<file path="src/rtl/pc_ctrl_pkg.sv">
// Shared types and constants for the PC controller: FSM state encoding, PC step, NOP word.
package pc_ctrl_pkg;

  typedef enum logic [1:0] {
    PCC_ST_RUN   = 2'd0,
    PCC_ST_FLUSH = 2'd1,
    PCC_ST_HOLD  = 2'd2
  } pcc_state_t;

  localparam logic [31:0] PC_STEP  = 32'h0000_0004;
  localparam logic [31:0] NOP_INSN = 32'h0000_0013;

  function automatic logic [31:0] pc_advance(input logic [31:0] pc);
    return pc + PC_STEP;
  endfunction

endpackage

</file>
<file path="src/rtl/pc_ctrl_if.sv">
// EX->ctrl request bundle plus the controller's PC, flush/stall and perf-counter outputs.
interface pc_ctrl_if #(
  parameter int CNT_W = 32
);
  logic [31:0]      jump_addr_i;
  logic             jump_en_i;
  logic             hold_flag_i;
  logic [31:0]      pc_o;
  logic             flush_o;
  logic             stall_o;
  logic [CNT_W-1:0] jump_cnt_o;
  logic [CNT_W-1:0] stall_cnt_o;
  logic             misalign_o;

  modport master (
    output jump_addr_i, jump_en_i, hold_flag_i,
    input  pc_o, flush_o, stall_o, jump_cnt_o, stall_cnt_o, misalign_o
  );

  modport slave (
    input  jump_addr_i, jump_en_i, hold_flag_i,
    output pc_o, flush_o, stall_o, jump_cnt_o, stall_cnt_o, misalign_o
  );
endinterface

</file>
<file path="src/rtl/pc_ctrl_perf_cnt.sv">
// Free-running event counter: increments on inc, wraps silently at 2^CNT_W.
module pc_ctrl_perf_cnt #(
  parameter int CNT_W = 32
) (
  input  logic             clk,
  input  logic             rst,
  input  logic             inc,
  output logic [CNT_W-1:0] cnt
);

  always_ff @(posedge clk) begin
    if (rst) begin
      cnt <= '0;
    end else if (inc) begin
      cnt <= cnt + CNT_W'(1);
    end
  end

endmodule

</file>
<file path="src/rtl/pc_ctrl.sv">
// PC controller: owns the architectural PC, sequences jump flushes and EX stalls.
// Optional macro PC_CTRL_MISALIGN_TRAP_EN: misaligned jump targets are refused and flagged.
module pc_ctrl
  import pc_ctrl_pkg::*;
#(
  parameter logic [31:0] RESET_ADDR   = 32'h0000_0000,
  parameter int          FLUSH_CYCLES = 1,
  parameter int          CNT_W        = 32
) (
  input logic      clk,
  input logic      rst,
  pc_ctrl_if.slave bus
);

  localparam logic [2:0] FLUSH_LOAD = 3'(FLUSH_CYCLES - 1);

  pcc_state_t       state, state_nxt;
  logic [2:0]       flush_cnt, flush_cnt_nxt;
  logic [31:0]      pc, pc_nxt, target;
  logic             take_jump, trap;
  logic             flush, stall, jump_inc, stall_inc;
  logic [CNT_W-1:0] jump_cnt, stall_cnt;

  // Requests from EX are only meaningful outside FLUSH; EX is holding NOPs then.
  assign take_jump = (state != PCC_ST_FLUSH) && bus.jump_en_i;

`ifdef PC_CTRL_MISALIGN_TRAP_EN
  logic misalign;

  assign trap   = |bus.jump_addr_i[1:0];
  assign target = bus.jump_addr_i;

  always_ff @(posedge clk) begin
    if (rst) begin
      misalign <= 1'b0;
    end else begin
      misalign <= take_jump && trap;
    end
  end

  assign bus.misalign_o = misalign;
`else
  assign trap           = 1'b0;
  assign target         = bus.jump_addr_i & ~32'h0000_0003;
  assign bus.misalign_o = 1'b0;
`endif

  always_ff @(posedge clk) begin
    if (rst) begin
      state     <= PCC_ST_RUN;
      flush_cnt <= '0;
      pc        <= RESET_ADDR;
    end else begin
      state     <= state_nxt;
      flush_cnt <= flush_cnt_nxt;
      pc        <= pc_nxt;
    end
  end

  always_comb begin
    state_nxt     = state;
    flush_cnt_nxt = flush_cnt;
    case (state)
      PCC_ST_FLUSH: begin
        flush_cnt_nxt = flush_cnt - 3'd1;
        if (flush_cnt <= 3'd1) state_nxt = PCC_ST_RUN;
      end
      default: begin
        if (bus.jump_en_i) begin
          // A refused misaligned jump still runs the full flush sequence.
          if (FLUSH_CYCLES > 1) begin
            state_nxt     = PCC_ST_FLUSH;
            flush_cnt_nxt = FLUSH_LOAD;
          end else begin
            state_nxt = PCC_ST_RUN;
          end
        end else if (bus.hold_flag_i) begin
          state_nxt = PCC_ST_HOLD;
        end else begin
          state_nxt = PCC_ST_RUN;
        end
      end
    endcase
  end

  always_comb begin
    flush     = 1'b0;
    stall     = 1'b0;
    jump_inc  = 1'b0;
    stall_inc = 1'b0;
    if (!rst) begin
      if (state == PCC_ST_FLUSH) begin
        flush = 1'b1;
      end else if (bus.jump_en_i) begin
        flush    = 1'b1;
        jump_inc = !trap;
      end else if (bus.hold_flag_i) begin
        stall     = 1'b1;
        stall_inc = 1'b1;
      end
    end
  end

  always_comb begin
    pc_nxt = pc_advance(pc);
    if (take_jump) begin
      if (!trap) begin
        pc_nxt = target;
      end else if (state == PCC_ST_HOLD && bus.hold_flag_i) begin
        pc_nxt = pc;
      end
    end else if (state != PCC_ST_FLUSH && bus.hold_flag_i) begin
      pc_nxt = pc;
    end
  end

  pc_ctrl_perf_cnt #(.CNT_W(CNT_W)) u_jump_cnt (
    .clk (clk),
    .rst (rst),
    .inc (jump_inc),
    .cnt (jump_cnt)
  );

  pc_ctrl_perf_cnt #(.CNT_W(CNT_W)) u_stall_cnt (
    .clk (clk),
    .rst (rst),
    .inc (stall_inc),
    .cnt (stall_cnt)
  );

  assign bus.pc_o        = pc;
  assign bus.flush_o     = flush;
  assign bus.stall_o     = stall;
  assign bus.jump_cnt_o  = jump_cnt;
  assign bus.stall_cnt_o = stall_cnt;

endmodule
</file>
<file path="src/flat_wrapper.sv">
// flat-port wrapper written by rule: the top's interface ports become plain ports
module pc_ctrl_flat import pc_ctrl_pkg::*;
#(
  parameter logic [31:0] RESET_ADDR   = 32'h0000_0000,
  parameter int          FLUSH_CYCLES = 1,
  parameter int          CNT_W        = 32
)
  (clk, rst, bus_jump_addr_i, bus_jump_en_i, bus_hold_flag_i, bus_pc_o, bus_flush_o, bus_stall_o, bus_jump_cnt_o, bus_stall_cnt_o, bus_misalign_o);
  pc_ctrl_if #(.CNT_W(CNT_W)) bus_i ();
  input logic clk;
  input logic rst;
  input wire logic [$bits(bus_i.jump_addr_i)-1:0] bus_jump_addr_i;
  input wire logic [$bits(bus_i.jump_en_i)-1:0] bus_jump_en_i;
  input wire logic [$bits(bus_i.hold_flag_i)-1:0] bus_hold_flag_i;
  output wire logic [$bits(bus_i.pc_o)-1:0] bus_pc_o;
  output wire logic [$bits(bus_i.flush_o)-1:0] bus_flush_o;
  output wire logic [$bits(bus_i.stall_o)-1:0] bus_stall_o;
  output wire logic [$bits(bus_i.jump_cnt_o)-1:0] bus_jump_cnt_o;
  output wire logic [$bits(bus_i.stall_cnt_o)-1:0] bus_stall_cnt_o;
  output wire logic [$bits(bus_i.misalign_o)-1:0] bus_misalign_o;
  assign bus_i.jump_addr_i = bus_jump_addr_i;
  assign bus_i.jump_en_i = bus_jump_en_i;
  assign bus_i.hold_flag_i = bus_hold_flag_i;
  assign bus_pc_o = bus_i.pc_o;
  assign bus_flush_o = bus_i.flush_o;
  assign bus_stall_o = bus_i.stall_o;
  assign bus_jump_cnt_o = bus_i.jump_cnt_o;
  assign bus_stall_cnt_o = bus_i.stall_cnt_o;
  assign bus_misalign_o = bus_i.misalign_o;
  pc_ctrl #(.RESET_ADDR(RESET_ADDR), .FLUSH_CYCLES(FLUSH_CYCLES), .CNT_W(CNT_W)) u_core (.clk(clk), .rst(rst), .bus(bus_i));
endmodule
</file>
<file path="config.mk">
export PLATFORM = sky130hd
export DESIGN_NAME = pc_ctrl_flat
export DESIGN_NICKNAME = d
export VERILOG_FILES = /design/src/rtl/pc_ctrl_pkg.sv /design/src/rtl/pc_ctrl_if.sv /design/src/rtl/pc_ctrl_perf_cnt.sv /design/src/rtl/pc_ctrl.sv /design/src/flat_wrapper.sv
export SDC_FILE = /design/constraint.sdc
export NUM_CORES = 1
export LEC_CHECK = 0
export ABC_AREA = 1
export BUFFER_PORTS_ARGS = -buffer_cell sky130_fd_sc_hd__buf_2
export CAP_MARGIN = 5
export CORE_MARGIN = 1
export CORE_UTILIZATION = 50
export DETAILED_ROUTE_END_ITERATION = 10
export PLACE_DENSITY = 0.73
export SLEW_MARGIN = 15
export SYNTH_ARGS = -nofsm -noshare
export SYNTH_HDL_FRONTEND = slang
export SYNTH_SLANG_ARGS = --single-unit
export TNS_END_PERCENT = 5
</file>
<file path="constraint.sdc">
create_clock -name clk -period 1.85 [get_ports clk]
set_input_delay 0 -clock clk [delete_from_list [all_inputs] [get_ports clk]]
set_output_delay 0 -clock clk [all_outputs]
set_load 0.005 [all_outputs]
</file>
==> impl_metrics.toml, run 1 <==
[outcome]
run_status = "finished clean"

[logic_synthesis]
seq_area_frac_synth_pct = 33.1
synth_top_cell_by_area = "dfxtp_1"
synth.area.top_cells = "dfxtp_1 (33%), nand2_1 (20%), nor2_1 (11%), inv_1 (6.9%), a21oi_1 (5.5%)"
ys_types = 34
synthesis.area_um2 = 5690
synth_compound_area_share_pct = 10.8
yosysWarnings = 0
postSynthCellCount = 934
synthSimpleGateAreaFrac_pct = 42.4
synth_top_family_by_area = "simple AND/OR/NAND/NOR gates"
yosysTopAreaCellShare_pct = 33.1
synth.avg_cell_area_um2 = 6.10
ys_ff_latch = 94
synthXorXnorAreaFrac_pct = 3.69
synth_fa_ha_area_share_pct = 0.659
synthMuxAreaShare_pct = 0

[cts]
numCtsBuffers = 9
htree_levels = 3
cts_sinks = 94
clockRootBuffer = "clkbuf_16"
clk_pin_slew_ns = 0.07
clk_latency_ns = 0.36
clockBufferDepth = 2
cts_tree = "yes"

[detailed_routing]
drcViolationCount = 0
dr.first_iter.drc_count = 444
ant_nets = 0
routed_wl_um = 16000
vias = 6241
routedWlPerCell_um = 13.0
drt_first_pass_iters = 5
drt-vias-per-instance = 5.09

[setup_path]
cp-end-kind = "flop"
max_stage_delay_ns = 0.40
critPathMostFrequentCell = "nand3_1"
setup.worst_path.start_class = "flop"
path_class = "flop to flop"
crit_chain = "ha_2, nand3_1, nor2_2, nand3_1, nor2_2, nand3_1, nand2_1, nand2_1, nor2_1"
worst-path-max-fanout = 5
required_ns = 2.14
cp_data_arrival_time_ns = 1.99
slowest_stage = "dfxtp_1"

[finish]
antennaDiodeCount = 0
final_common_cell = "nand2_1"
drive_above_1_share_pct = 17.7
final_cell_mix = "nand2_1 (301), nor2_1 (160), buf_2 (129)"
layout.nets = 1121
syn2layout_area_growth_pct = 22.8

[global_route]
antenna_found_initial = 0
grt_pass1_vias = 5607
grt_use_total_pct = 28.2
grt_max_degree = 43
grt_first_pass_wirelength_um = 26100
grt_overflow_total = 0

[sta]
fin_tns_setup_ns = 0
fmax_ghz = 0.586
setup_violations = 0
hold_viol = 0
rsz0062_at_grt = "false"
post-route-period-util_pct = 92.2
final.min_clock_period_ns = 1.71
skew_ns = 0.00829
slew_violations = 0

[place]
numPortBuffers = 129
place_congestion = 0.909
hpwl_um = 11700

[floorplanning]
pin_count = 135
die_w_um = 109
rows = 38
core_area_um2 = 11000
dieArea_um2 = 11800
dieHeight_um = 109
start_util_pct = 51.8

[power_and_ir_drop]
ir_drop_v = 0.000697
p_total_mw = 4.62
powerDensity_nw_per_um2 = 661
p_leak_nw = 2.93

[run]
drv_cap = 0

[hold_path]
min_path_type = "input pin to flop"
## per-stage QoR
stage                     util (%)  hold slack, ns  cells  setup slack, ns  instance area (µm²)
after floorplan                  -           0.111    936            0.361                 5700
after global placement        59.2           0.207   1196            0.228                 6500
after detailed placement      59.2           0.209   1196            0.157                 6500
after CTS                     63.6         0.00196   1227            0.140                 6990
after global routing          63.7          0.0184   1227          0.00684                 6990
final                         63.7         0.00378   1227            0.144                 6990
## worst paths after layout
kind / startpoint / to / slack [ns] / cells after the start
min: rst / u_core.u_stall_cnt.cnt[31] / 0.004 / 2
max reg2reg: u_core.u_jump_cnt.cnt[0] / u_core.u_jump_cnt.cnt[22] / 0.14 / 9
min reg2reg: u_core.u_jump_cnt.cnt[10] / u_core.u_jump_cnt.cnt[10] / 0.49 / 2
max: u_core.u_jump_cnt.cnt[0] / u_core.u_jump_cnt.cnt[22] / 0.14 / 9
## power by group
part	leakage (nW)	total [mW]	switching (mW)	internal, mW
logic	2.00	0.381	0.217	0.164
registers	0.764	2.14	0.0658	2.07
clock network	0.162	2.10	0.845	1.26
total	2.93	4.62	1.13	3.49
## repair_timing
item                       CTS  global route
setup buffers                0             0
setup endpoints to repair    0             2
hold endpoints to repair    15             0
hold buffers                15             0
gates resized for setup      0             2
## per-layer routing
metal / track usage (%) / routed length (µm)
met3: 5.80 / 837
met5: 0 / 0
met4: 9.85 / 405
met2: 47.2 / 7540
met1: 35.9 / 7180
## kinds of logic after synthesis
kind of cell / count (synthesis)
AO/OA/AOI/OAI: 115
XOR/XNOR: 24
adder cells (fa/ha/maj): 3
buffers and inverters: 131
flip-flops: 94
other: 1
AND/OR/NAND/NOR: 566
## synthesized netlist by cell type, drive strengths merged
| library cell | number |
|---|---|
| buf | 12 |
| nand3 | 61 |
| a22o | 7 |
| xnor2 | 4 |
| xor2 | 20 |
| o21a | 2 |
| ha | 3 |
| nand4 | 12 |
| and2 | 5 |
| conb | 1 |
| dfxtp | 94 |
| a31oi | 5 |
| nor2 | 180 |
| inv | 108 |
| nor4 | 1 |
| a21oi | 63 |
| nor3 | 2 |
| o21ai | 37 |
| nor3b | 1 |
| clkbuf | 11 |
| nand2 | 304 |
| o21bai | 1 |
## final cells by class
type / count / area [µm²]
well taps: 140 / 175
flip-flops and latches: 94 / 1880
clock inverters: 5 / 81.3
multi-input cells: 711 / 3290
clock buffers: 11 / 253
fillers: 1123 / 3990
repair buffers: 158 / 901
inverters: 108 / 405
## critical path, delay by kind of cell, from the launching register on
family / cells / cell delay, ns
adder cells (fa/ha/maj): 1 / 0.24
AND/OR/NAND/NOR: 8 / 1.01
flip-flops: 1 / 0.40
## state kept, by name, indices dropped and copies added (netlist names)
signal,count
u_core.u_jump_cnt.cnt,32
u_core.u_stall_cnt.cnt,32
u_core.bus.pc_o,30
(Power assumes the default switching activity.)
==> run 2, diff against run 1 <==
==> constraint.sdc (replaced) <==
create_clock -name clk -period 1.88 [get_ports clk]
set_input_delay 0 -clock clk [delete_from_list [all_inputs] [get_ports clk]]
set_output_delay 0 -clock clk [all_outputs]
set_load 0.005 [all_outputs]
==> impl_metrics.toml, run 2 (same netlist as run 1, synthesis figures left out) <==
[outcome]
run_status = "finished clean"

[cts]
clk_latency_ns = 0.35
clk_pin_slew_ns = 0.07
htree_levels = 3
numCtsBuffers = 9
cts_sinks = 94
clockBufferDepth = 2
cts_tree = "yes"
clockRootBuffer = "clkbuf_16"

[finish]
syn2layout_area_growth_pct = 22.0
nFillCells = 1097
final_common_cell = "nand2_1"
final_cell_mix = "nand2_1 (301), nor2_1 (159), buf_2 (129)"
drive_above_1_share_pct = 17.2
antennaDiodeCount = 0
layout.nets = 1114

[setup_path]
worst-path-max-fanout = 5
r2r-start = "u_core.u_jump_cnt.cnt[0]"
cp-end-kind = "flop"
worstSetupStartpoint = "u_core.u_jump_cnt.cnt[0]"
crit_chain = "ha_1, nand3_1, nor2_2, nand3_1, nor2_2, nand3_1, nand2_1, nand2_1, nor2_1"
critPathMostFrequentCell = "nand3_1"
timing.rr.end = "u_core.u_jump_cnt.cnt[22]"
ff2ff_setup_slack_ns = 0.16
required_ns = 2.17
cp_data_arrival_time_ns = 2.00
setup.worst_path.start_class = "flop"
r2r_cells = 9
slowest_stage = "dfxtp_1"
path_class = "flop to flop"
max_stage_delay_ns = 0.39

[global_route]
grt_use_total_pct = 26.7
antenna_found_initial = 0
grt_first_pass_wirelength_um = 24900
grt_overflow_total = 0
grt_max_degree = 50
grt_pass1_vias = 5382

[detailed_routing]
ant_nets = 0
drt_first_pass_iters = 5
drt-vias-per-instance = 5.09
drcViolationCount = 0
routed_wl_um = 15400
vias = 6214
routedWlPerCell_um = 12.6
dr.first_iter.drc_count = 369

[sta]
worstMarginPinSlew_ns = 0.557
post-route-period-util_pct = 91.3
slew_headroom_pct = 62.9
slew_violations = 0
setup_violations = 0
rsz0062_at_grt = "false"
skew_ns = 0.00636
fmax_ghz = 0.583
hold_viol = 0
final.min_clock_period_ns = 1.72
fin_tns_setup_ns = 0

[floorplanning]
dieHeight_um = 109
pin_count = 135
dieArea_um2 = 11800
core_area_um2 = 11000
start_util_pct = 51.8
rows = 38
die_w_um = 109

[hold_path]
hp-start = "bus_jump_addr_i[26]"
hold_path_end = "u_core.bus.pc_o[26]"
hold_depth = 5
min_path_type = "input pin to flop"

[power_and_ir_drop]
p_total_mw = 4.57
ir_drop_v = 0.000834
powerDensity_nw_per_um2 = 657
p_leak_nw = 2.90

[place]
hpwl_um = 11500
numPortBuffers = 129
place_congestion = 0.900

[run]
drv_cap = 0
## run 2: cell type report
type / count / area [µm²] / share of cell area, %
repair buffers: 151 / 853 / 12.3
inverters: 108 / 405 / 5.84
clock buffers: 10 / 229 / 3.30
well taps: 140 / 175 / 2.52
multi-input cells: 711 / 3290 / 47.4
flip-flops and latches: 94 / 1880 / 27.1
clock inverters: 6 / 110 / 1.59
## run 2: power breakdown
part	internal [mW]	total (mW)	switching, mW
clock	1.30	2.10	0.805
sequential	2.04	2.10	0.0622
combinational	0.153	0.362	0.209
## run 2: how the worst max path moves through the flow
| stage | slack, ns | endpoint | cells past startpoint |
|---|---|---|---|
| 6_report | 0.16 | u_core.u_jump_cnt.cnt[22] | 9 |
| 3_3_place_gp | 0.24 | u_core.u_jump_cnt.cnt[22] | 8 |
| 5_1_grt | 0.006 | u_core.bus.pc_o[18] | 8 |
| 2_1_floorplan | 0.39 | u_core.bus.pc_o[14] | 8 |
| 4_1_cts | 0.18 | u_core.bus.pc_o[14] | 8 |
| 3_5_place_dp | 0.19 | u_core.bus.pc_o[14] | 8 |
## run 2: repair_timing
item / 4_1_cts / 5_1_grt
gates resized for setup: 0 / 1
hold buffers: 12 / 0
setup buffers: 0 / 1
endpoints found under the hold margin: 12 / 0
setup endpoints to repair: 0 / 3
## run 2: stage by stage
stage,cell area [µm²],instances,utilization (%),setup WS (ns),hold slack [ns]
global placement,6460,1191,58.9,0.242,0.208
floorplan,5700,936,-,0.391,0.111
finish,6950,1220,63.2,0.164,0.0152
detailed placement,6460,1191,58.9,0.188,0.213
CTS,6920,1219,63.0,0.177,0.00652
global route,6950,1220,63.2,0.00550,0.0462
## run 2: layer usage
metal / track usage [%] / routed length [µm]
met5: 0 / 0
met4: 8.40 / 279
met3: 6.16 / 843
met2: 45.0 / 7180
met1: 33.6 / 7050
## run 2: worst max-delay path, delay by kind of cell (launching register included)
kind                       cells  cell delay (ns)
and+or+nand+nor                8             1.00
DFF                            1             0.39
adders and majority gates      1             0.26
